<file path="src/rtl/uart_tx_pkg.sv">
// Shared UART definitions: frame state encoding and baud timing helpers.
// The receive path imports the same package so both sides agree on timing.
package uart_tx_pkg;

    typedef enum logic [2:0] {
        IDLE   = 3'd0,
        START  = 3'd1,
        DATA   = 3'd2,
        PARITY = 3'd3,
        STOP   = 3'd4
    } txState_e;

    function automatic int bitPeriod(input int clkFrequency, input int baudRate);
        return clkFrequency / baudRate;
    endfunction

    function automatic int counterWidth(input int period);
        return (period > 1) ? $clog2(period) : 1;
    endfunction

endpackage

</file>
<file path="src/rtl/uart_tx_baud_gen.sv">
// Baud tick generator: one-clock tick every BIT_PERIOD clocks, phase-aligned by restart.
// Shared with the UART receiver.
module uart_baud_gen
    import uart_tx_pkg::*;
#(
    parameter int BIT_PERIOD = 16
) (
    input  logic clk,
    input  logic reset,
    input  logic restart,
    output logic tick
);

    localparam int CW = counterWidth(BIT_PERIOD);
    localparam logic [CW-1:0] LAST = CW'(BIT_PERIOD - 1);

    logic [CW-1:0] count_q;
    logic [CW-1:0] count_d;

    // Restart pins the counter to zero so the first tick lands a full bit later.
    always_comb begin
        count_d = count_q + 1'b1;
        if (restart || (count_q == LAST)) begin
            count_d = '0;
        end
    end

    assign tick = (count_q == LAST) && !restart;

    always_ff @(posedge clk) begin
        if (reset) begin
            count_q <= '0;
        end else begin
            count_q <= count_d;
        end
    end

endmodule

</file>
<file path="src/rtl/uart_tx.sv">
// UART transmitter: valid/ready byte source into a one-entry holding register,
// then start, data (LSB first), optional parity and stop bits on a registered tx line.
module uart_tx
    import uart_tx_pkg::*;
#(
    parameter int CLK_FREQUENCY = 50000000,
    parameter int BAUD_RATE     = 9600,
    parameter int DATA_WIDTH    = 8,
    parameter int PARITY_EN     = 0,
    parameter int PARITY_ODD    = 0,
    parameter int STOP_BITS     = 1
) (
    input  logic                  clk,
    input  logic                  reset,
    input  logic [DATA_WIDTH-1:0] tx_data,
    input  logic                  tx_valid,
    output logic                  tx_ready,
    output logic                  tx,
    output logic                  tx_busy
);

    localparam int         BIT_PERIOD = bitPeriod(CLK_FREQUENCY, BAUD_RATE);
    localparam logic [2:0] DATA_LAST  = 3'(DATA_WIDTH - 1);
    localparam logic [2:0] STOP_LAST  = 3'(STOP_BITS - 1);
    localparam logic       PARITY_POL = (PARITY_ODD != 0);

    txState_e              state_q, state_d;
    logic [DATA_WIDTH-1:0] holdData_q, holdData_d;
    logic                  holdFull_q, holdFull_d;
    logic [DATA_WIDTH-1:0] shift_q, shift_d;
    logic                  parity_q, parity_d;
    logic [2:0]            bitIdx_q, bitIdx_d;
    logic                  tx_q, tx_d;

    logic tick;
    logic restart;
    logic accept;
    logic dataDone;
    logic stopDone;
    logic loadHold;
    logic loadBypass;
    logic lineBit;

    uart_baud_gen #(
        .BIT_PERIOD(BIT_PERIOD)
    ) baudGen (
        .clk    (clk),
        .reset  (reset),
        .restart(restart),
        .tick   (tick)
    );

    assign accept   = tx_valid && !holdFull_q;
    assign dataDone = (state_q == DATA) && tick && (bitIdx_q == DATA_LAST);
    assign stopDone = (state_q == STOP) && tick && (bitIdx_q == STOP_LAST);

    always_ff @(posedge clk) begin
        if (reset) begin
            state_q <= IDLE;
        end else begin
            state_q <= state_d;
        end
    end

    // A byte accepted on the very cycle the last stop bit expires chains straight into START.
    always_comb begin
        state_d = state_q;
        case (state_q)
            IDLE:    if (holdFull_q) state_d = START;
            START:   if (tick) state_d = DATA;
            DATA:    if (dataDone) state_d = (PARITY_EN != 0) ? PARITY : STOP;
            PARITY:  if (tick) state_d = STOP;
            STOP:    if (stopDone) state_d = (holdFull_q || tx_valid) ? START : IDLE;
            default: state_d = IDLE;
        endcase
    end

    always_comb begin
        restart    = 1'b0;
        loadHold   = 1'b0;
        loadBypass = 1'b0;
        lineBit    = 1'b1;
        case (state_q)
            IDLE: begin
                restart  = holdFull_q;
                loadHold = holdFull_q;
            end
            START:  lineBit = 1'b0;
            DATA:   lineBit = shift_q[0];
            PARITY: lineBit = parity_q;
            STOP: begin
                loadHold   = stopDone && holdFull_q;
                loadBypass = stopDone && !holdFull_q && tx_valid;
            end
            default: lineBit = 1'b1;
        endcase
    end

    // Parity is captured from the byte as it enters the shifter, before any shifting.
    always_comb begin
        holdData_d = holdData_q;
        holdFull_d = holdFull_q;
        shift_d    = shift_q;
        parity_d   = parity_q;
        bitIdx_d   = bitIdx_q;
        tx_d       = lineBit;

        if (accept && !loadBypass) begin
            holdData_d = tx_data;
            holdFull_d = 1'b1;
        end

        if (loadHold) begin
            holdFull_d = 1'b0;
            shift_d    = holdData_q;
            parity_d   = ^holdData_q ^ PARITY_POL;
        end else if (loadBypass) begin
            shift_d  = tx_data;
            parity_d = ^tx_data ^ PARITY_POL;
        end else if ((state_q == DATA) && tick) begin
            shift_d = shift_q >> 1;
        end

        if (tick) begin
            if (state_d != state_q) begin
                bitIdx_d = '0;
            end else if ((state_q == DATA) || (state_q == STOP)) begin
                bitIdx_d = bitIdx_q + 1'b1;
            end
        end
    end

    always_ff @(posedge clk) begin
        if (reset) begin
            holdData_q <= '0;
            holdFull_q <= 1'b0;
            shift_q    <= '0;
            parity_q   <= 1'b0;
            bitIdx_q   <= '0;
            tx_q       <= 1'b1;
        end else begin
            holdData_q <= holdData_d;
            holdFull_q <= holdFull_d;
            shift_q    <= shift_d;
            parity_q   <= parity_d;
            bitIdx_q   <= bitIdx_d;
            tx_q       <= tx_d;
        end
    end

    assign tx       = tx_q;
    assign tx_ready = !holdFull_q;
    assign tx_busy  = (state_q != IDLE) || holdFull_q;

endmodule
</file>
<file path="config.mk">
export PLATFORM = sky130hd
export DESIGN_NAME = uart_tx
export DESIGN_NICKNAME = d
export VERILOG_FILES = /design/src/rtl/uart_tx_pkg.sv /design/src/rtl/uart_tx_baud_gen.sv /design/src/rtl/uart_tx.sv
export SDC_FILE = /design/constraint.sdc
export NUM_CORES = 1
export LEC_CHECK = 0
export ABC_AREA = 1
export CORE_MARGIN = 5
export CORE_UTILIZATION = 52
export CTS_CLUSTER_SIZE = 14
export DETAILED_ROUTE_END_ITERATION = 6
export PLACE_DENSITY = 0.72
export SLEW_MARGIN = 0
export SYNTH_ARGS = -nofsm -noshare
export SYNTH_HDL_FRONTEND = slang
export SYNTH_SLANG_ARGS = --single-unit
</file>
<file path="constraint.sdc">
create_clock -name clk -period 2.7 [get_ports clk]
set_input_delay 0.54 -clock clk [delete_from_list [all_inputs] [get_ports clk]]
set_output_delay 0.54 -clock clk [all_outputs]
set_load 0.01 [all_outputs]
</file>
==> Word-level counts from Yosys, hierarchy flattened <==
Cells that the tools add are included.
{ "word_totals": {"regBits": 38, "input_bits": 11, "out_inout_bits": 3} }
{ "classes": {"reduce_logical": 28, "add_sub_neg": 2, "n_eq_ne": 7, "n_mux": 18} }
{ "op_table": {"columns": ["operator", "n"], "rows": [
  ["8-bit two-way mux", 3],
  ["3-bit two-way mux", 7],
  ["8-bit XOR reduction", 2],
  ["3-bit one-hot mux with 5 select lines", 1],
  ["13-bit by 1-bit adder with 13-bit output (second input constant)", 1],
  ["13-bit == test (second input constant)", 1],
  ["1-bit logical AND", 10],
  ["3-bit by 2-bit == test with 1-bit output (second input constant)", 2],
  ["3-bit == test (second input constant)", 2],
  ["3-bit logical NOT", 2],
  ["3-bit nonzero test", 2],
  ["1-bit two-way mux", 5],
  ["1-bit logical OR", 4],
  ["2-bit nonzero test", 2],
  ["2-bit OR reduction", 2],
  ["3-bit by 1-bit adder with 3-bit output (second input constant)", 1],
  ["3-bit by 1-bit == test with 1-bit output (second input constant)", 1],
  ["1-bit logical NOT", 3],
  ["3-bit inequality test", 1],
  ["1-bit one-hot mux with 3 select lines", 1],
  ["1-bit one-hot mux with 2 select lines", 1],
  ["2-bit AND reduction", 1]
]} }

==> Longest topological paths before layout <==
{ "logic_depth": {"word_depth": 11, "depth_mapped": 16} }

==> Modules after synthesis <==
From an unflattened synthesis, not the netlist that was laid out.
{ "hier_totals": {"hier_cells": 306, "area_unflattened_um2": 2134.5} }
{ "by_module_without_submodules": {"columns": ["mod", "area_each_um2", "n_inst", "cells_per_inst"], "rows": [
  ["uart_tx", 1475.2, 1, 210],
  ["uart_baud_gen", 659.4, 1, 96]
]} }

==> Least setup slack after synthesis <==
No wires, ideal clock.
{ "synth_timing": {"path_type": "register -> register", "from": "register baudGen.count_q[0]", "to": "register shift_q[0]", "path_stages_with_launch": 14, "required_time_ps": 2587, "setup_ps": 113, "t_arrival_ps": 1717, "period_less_slack_ps": 1830, "slack_ps": 870, "cell_sequence": "dfxtp_1 > ha_1 > inv_1 > nor2_1 > nand2_1 > nor2_4 > nand2_4 > inv_4 > nand3_2 > clkbuf_2 > o21ai_0 > a21oi_1 > nor2_1 > nor2_1"} }
{ "synth_via": {"elab_chain_len": 9} }
{ "synth_lines": {"columns": ["item", "line_no", "rtl"], "rows": [
  ["from (decl)", "uart_tx_baud_gen.sv:17", "logic [CW-1:0] count_q;"],
  ["from (signal assigned)", "uart_tx_baud_gen.sv:34", "count_q <= count_d;"],
  ["13-bit == test (*)", "uart_tx_baud_gen.sv:28", "assign tick = (count_q == LAST) && !restart;"],
  ["1-bit logical AND (*)", "uart_tx_baud_gen.sv:28", null],
  ["1-bit logical AND (2 in a row)", "uart_tx.sv:55", "assign stopDone = (state_q == STOP) && tick && (bitIdx_q == STOP_LAST);"],
  ["1-bit logical AND (2 in a row)", "uart_tx.sv:93", "loadBypass = stopDone && !holdFull_q && tx_valid;"],
  ["1-bit two-way mux", "uart_tx.sv:83", "case (state_q)"],
  ["8-bit two-way mux", "uart_tx.sv:117", "end else if (loadBypass) begin"],
  ["8-bit two-way mux", "uart_tx.sv:113", "if (loadHold) begin"],
  ["to (signal assigned)", "uart_tx.sv:144", "shift_q <= shift_d;"],
  ["to (decl)", "uart_tx.sv:30", "logic [DATA_WIDTH-1:0] shift_q, shift_d;"]
]} }
Mark *: on every way between the ends. The rest lies on a longest branch, timed or not.
A chain may end at the register's enable or synchronous reset.

==> Worst setup path in the final report <==
{ "layout_timing": {"from": "register baudGen.count_q[0]", "to": "register holdData_q[7]"} }
{ "layout_via": {"elab_chain_len": 9} }
{ "layout_lines": {"columns": ["item", "line_no", "rtl"], "rows": [
  ["13-bit == test", "uart_tx_baud_gen.sv:28", null],
  ["1-bit logical AND", "uart_tx_baud_gen.sv:28", null],
  ["1-bit logical AND (2 in a row)", "uart_tx.sv:55", null],
  ["1-bit logical AND (2 in a row)", "uart_tx.sv:93", null],
  ["1-bit two-way mux", "uart_tx.sv:83", null],
  ["1-bit logical NOT", "uart_tx.sv:108", "if (accept && !loadBypass) begin"],
  ["1-bit logical AND", "uart_tx.sv:108", null],
  ["to (signal assigned)", "uart_tx.sv:142", "holdData_q <= holdData_d;"],
  ["to (decl)", "uart_tx.sv:28", "logic [DATA_WIDTH-1:0] holdData_q, holdData_d;"]
]} }
Every way passes these cells.

==> impl_metrics.ini <==
[power]
p_sw_share_pct = 27.7
seqPwrFrac_pct = 49.1
internal-power_mw = 0.913
vdd_drop_max_v = 0.000363
p_clk_share_pct = 31.0
p_leak_nw = 1.05
p_sw_mw = 0.351
powerDensity_nw_per_um2 = 537
p_comb_share_pct = 19.9
p_total_mw = 1.26

[clock_network]
htree_num_levels = 2
cts_hold_buffers = 0
clkSinkCount = 38
cts_tree = built
cts_buffer_depth = 2
post_cts_buffers = 0
cts-root-buf = clkbuf_8
cts_made_buffers = 5
worstSkewPairLatency_ns = 0.28
ctsResizeCount = 0
clk_pin_slew_worst_paths_ns = 0.07

[yosys]
synth_xor_area_share_pct = 7.11
synth_top_family_by_area = simple AND/OR/NAND/NOR gates
seq_area_frac_synth_pct = 36.3
synth_edf_count = 0
synth_cell_types = 34
synthCells = 301
yosys.area_share.simple_pct = 34.2
netlist_area_sq_um = 2090
synthMuxAreaShare_pct = 0
syn_area_per_cell_sq_um = 6.95
synth-seq-cells = 38
yosysWarningCount = 0
synth_compound_area_share_pct = 11.5
syn_nets = 316
async_flop_share_pct = 0
synth_top_flop_cell = dfxtp_1
synthAdderAreaFrac_pct = 2.39

[sta]
finalHoldViolCount = 0
min_period_over_period_pct = 79.8
setup_violations = 0
fin_crit_ns = 2.16
skew_ns = 0.00235
tightest_slew_ns = 0.982
fmax_ghz = 0.464
rsz0062_at_grt = false
finalSetupTns_ns = 0
slew_viol_final = 0
slew_headroom_pct = 34.2

[global_route]
overflow = 0
grt_pass1_wl_um = 7000
antenna_found_initial = 0
grt_max_degree = 21
grt_pass1_vias = 1630
grt_usage_pct = 16.4

[worst_setup_path]
worstPathRequired_ns = 2.87
worstSetupPathType = reg -> reg
start_kind = flop
critical_path_peak_fanout = 9
cp-end-kind = flop
arrival_ns = 2.33

[route]
route.detailed.drc = 0
vias_per_cell = 5.01
antenna_left = 0
drt-pass1-iter-count = 4
drt_iter0_markers = 151
num_vias = 1837
wl_per_cell_um = 10.9
wirelength_um = 4000

[cells_and_area]
drive_gt1_share_pct = 7.57
final_common_cell = nor2_1
diodes = 0
mostFrequentLayoutCells = nor2_1, nand2_1, dfxtp_1, inv_1, o21ai_0
fin_nets = 331
area_growth_pct = 12.4

[place]
hpwl_um = 2920
place_congestion = 0.858
port_buffers = 13

[flow_run]
max-cap-violations = 0

[die]
die_w_um = 73.4
initial_core_util_pct = 53.1
rows = 23
core_area_sq_um = 3940
die_area_sq_um = 5390
die_h_um = 73.4
ios = 14

[outcome]
status = finished clean

[worst_hold_path]
hold_path_class = reg -> reg
## path summary, 6_finish.rpt
path / from / to / slack, ns / depth (start not counted)
max reg2reg: baudGen.count_q[0]$_SDFF_PP0_ / holdData_q[7]$_SDFFE_PP0P_ / 0.54 / 12
min: baudGen.count_q[0]$_SDFF_PP0_ / baudGen.count_q[0]$_SDFF_PP0_ / 0.46 / 1
max: baudGen.count_q[0]$_SDFF_PP0_ / holdData_q[7]$_SDFFE_PP0P_ / 0.54 / 12
min reg2reg: baudGen.count_q[0]$_SDFF_PP0_ / baudGen.count_q[0]$_SDFF_PP0_ / 0.46 / 1
## routing by layer
layer / vias to the layer above / part of all wire, % / GRT usage [%]
met5: - / 0 / 0
met4: 0 / 1.5 / 6.04
met3: 6 / 4.6 / 3.42
met2: 38 / 43 / 25.6
met1: 815 / 51 / 22.3
li1: 978 / - / -
## layout make-up
| cell class | instances | area, sq um |
|---|---|---|
| Fill cell | 374 | 1590 |
| Timing Repair Buffer | 14 | 138 |
| Clock buffer | 7 | 86.3 |
| Multi-Input combinational cell | 219 | 1150 |
| Inverter | 38 | 145 |
| Sequential cell | 38 | 761 |
| Tap cell | 50 | 62.6 |
| Clock inverter | 1 | 5.00 |
## sequential cells by signal (all words and copies together) (netlist names)
signal / cells
shift_q: 8
holdData_q: 8
holdFull_q: 1
baudGen.count_q: 13
parity_q: 1
bitIdx_q: 3
state_q: 3
tx: 1
## cells in the mapped netlist, types with 2 or more instances
| cell | instances | area [sq um] |
|---|---|---|
| nor2_1 | 62 | 233 |
| nand2_2 | 2 | 12.5 |
| nor3b_1 | 3 | 22.5 |
| a31oi_1 | 2 | 12.5 |
| nand2_1 | 56 | 210 |
| nand2_4 | 5 | 56.3 |
| o211ai_1 | 2 | 15.0 |
| ha_1 | 4 | 50.1 |
| clkbuf_1 | 3 | 11.3 |
| o21bai_1 | 2 | 15.0 |
| nand3_1 | 12 | 60.1 |
| nand3_2 | 2 | 20.0 |
| xnor2_1 | 11 | 96.3 |
| nor3_1 | 4 | 20.0 |
| o21ai_0 | 18 | 90.1 |
| nand4_1 | 5 | 31.3 |
| inv_1 | 36 | 135 |
| a21oi_1 | 14 | 70.1 |
| dfxtp_1 | 38 | 761 |
| xor2_1 | 6 | 52.6 |
## critical path, stage by stage, from the launching register on
cell	delay [ns]
dfxtp_1	0.36
ha_1	0.20
inv_1	0.05
nor2_1	0.09
nand2_1	0.11
nor2_4	0.16
nand2_4	0.08
inv_4	0.11
nand2_4	0.07
nand2_1	0.24
clkinv_1	0.29
o21ai_0	0.23
a21oi_1	0.05
## stage by stage
stage	worst slack [ns]	std cells	instance area [sq um]	hold slack, ns	utilization, %
after global routing	0.279	367	2350	0.497	59.7
after detailed placement	0.533	359	2260	0.446	57.3
after CTS	0.536	367	2350	0.458	59.7
final	0.544	367	2350	0.456	59.7
after global placement	0.516	359	2260	0.431	57.3
after floorplan	0.870	301	2090	0.418	-
## cell families (layout without fill, tap and decap cells)
group,Yosys count,after routing
buf+inv,44,60
fa+ha+maj,4,4
xor+xnor,17,17
compound gates,42,42
flops,38,38
simple gates,156,156
## power by group through the flow
stage | clock network, mW | registers [mW] | logic, mW
4_1_cts | 0.406 | 0.620 | 0.254
3_3_place_gp | 0 | 0.632 | 0.250
3_5_place_dp | 0 | 0.633 | 0.252
6_report | 0.392 | 0.620 | 0.252
2_1_floorplan | 0 | 0.628 | 0.195
5_1_grt | 0.424 | 0.624 | 0.290
No activity file was read; power rests on OpenSTA's default activity.
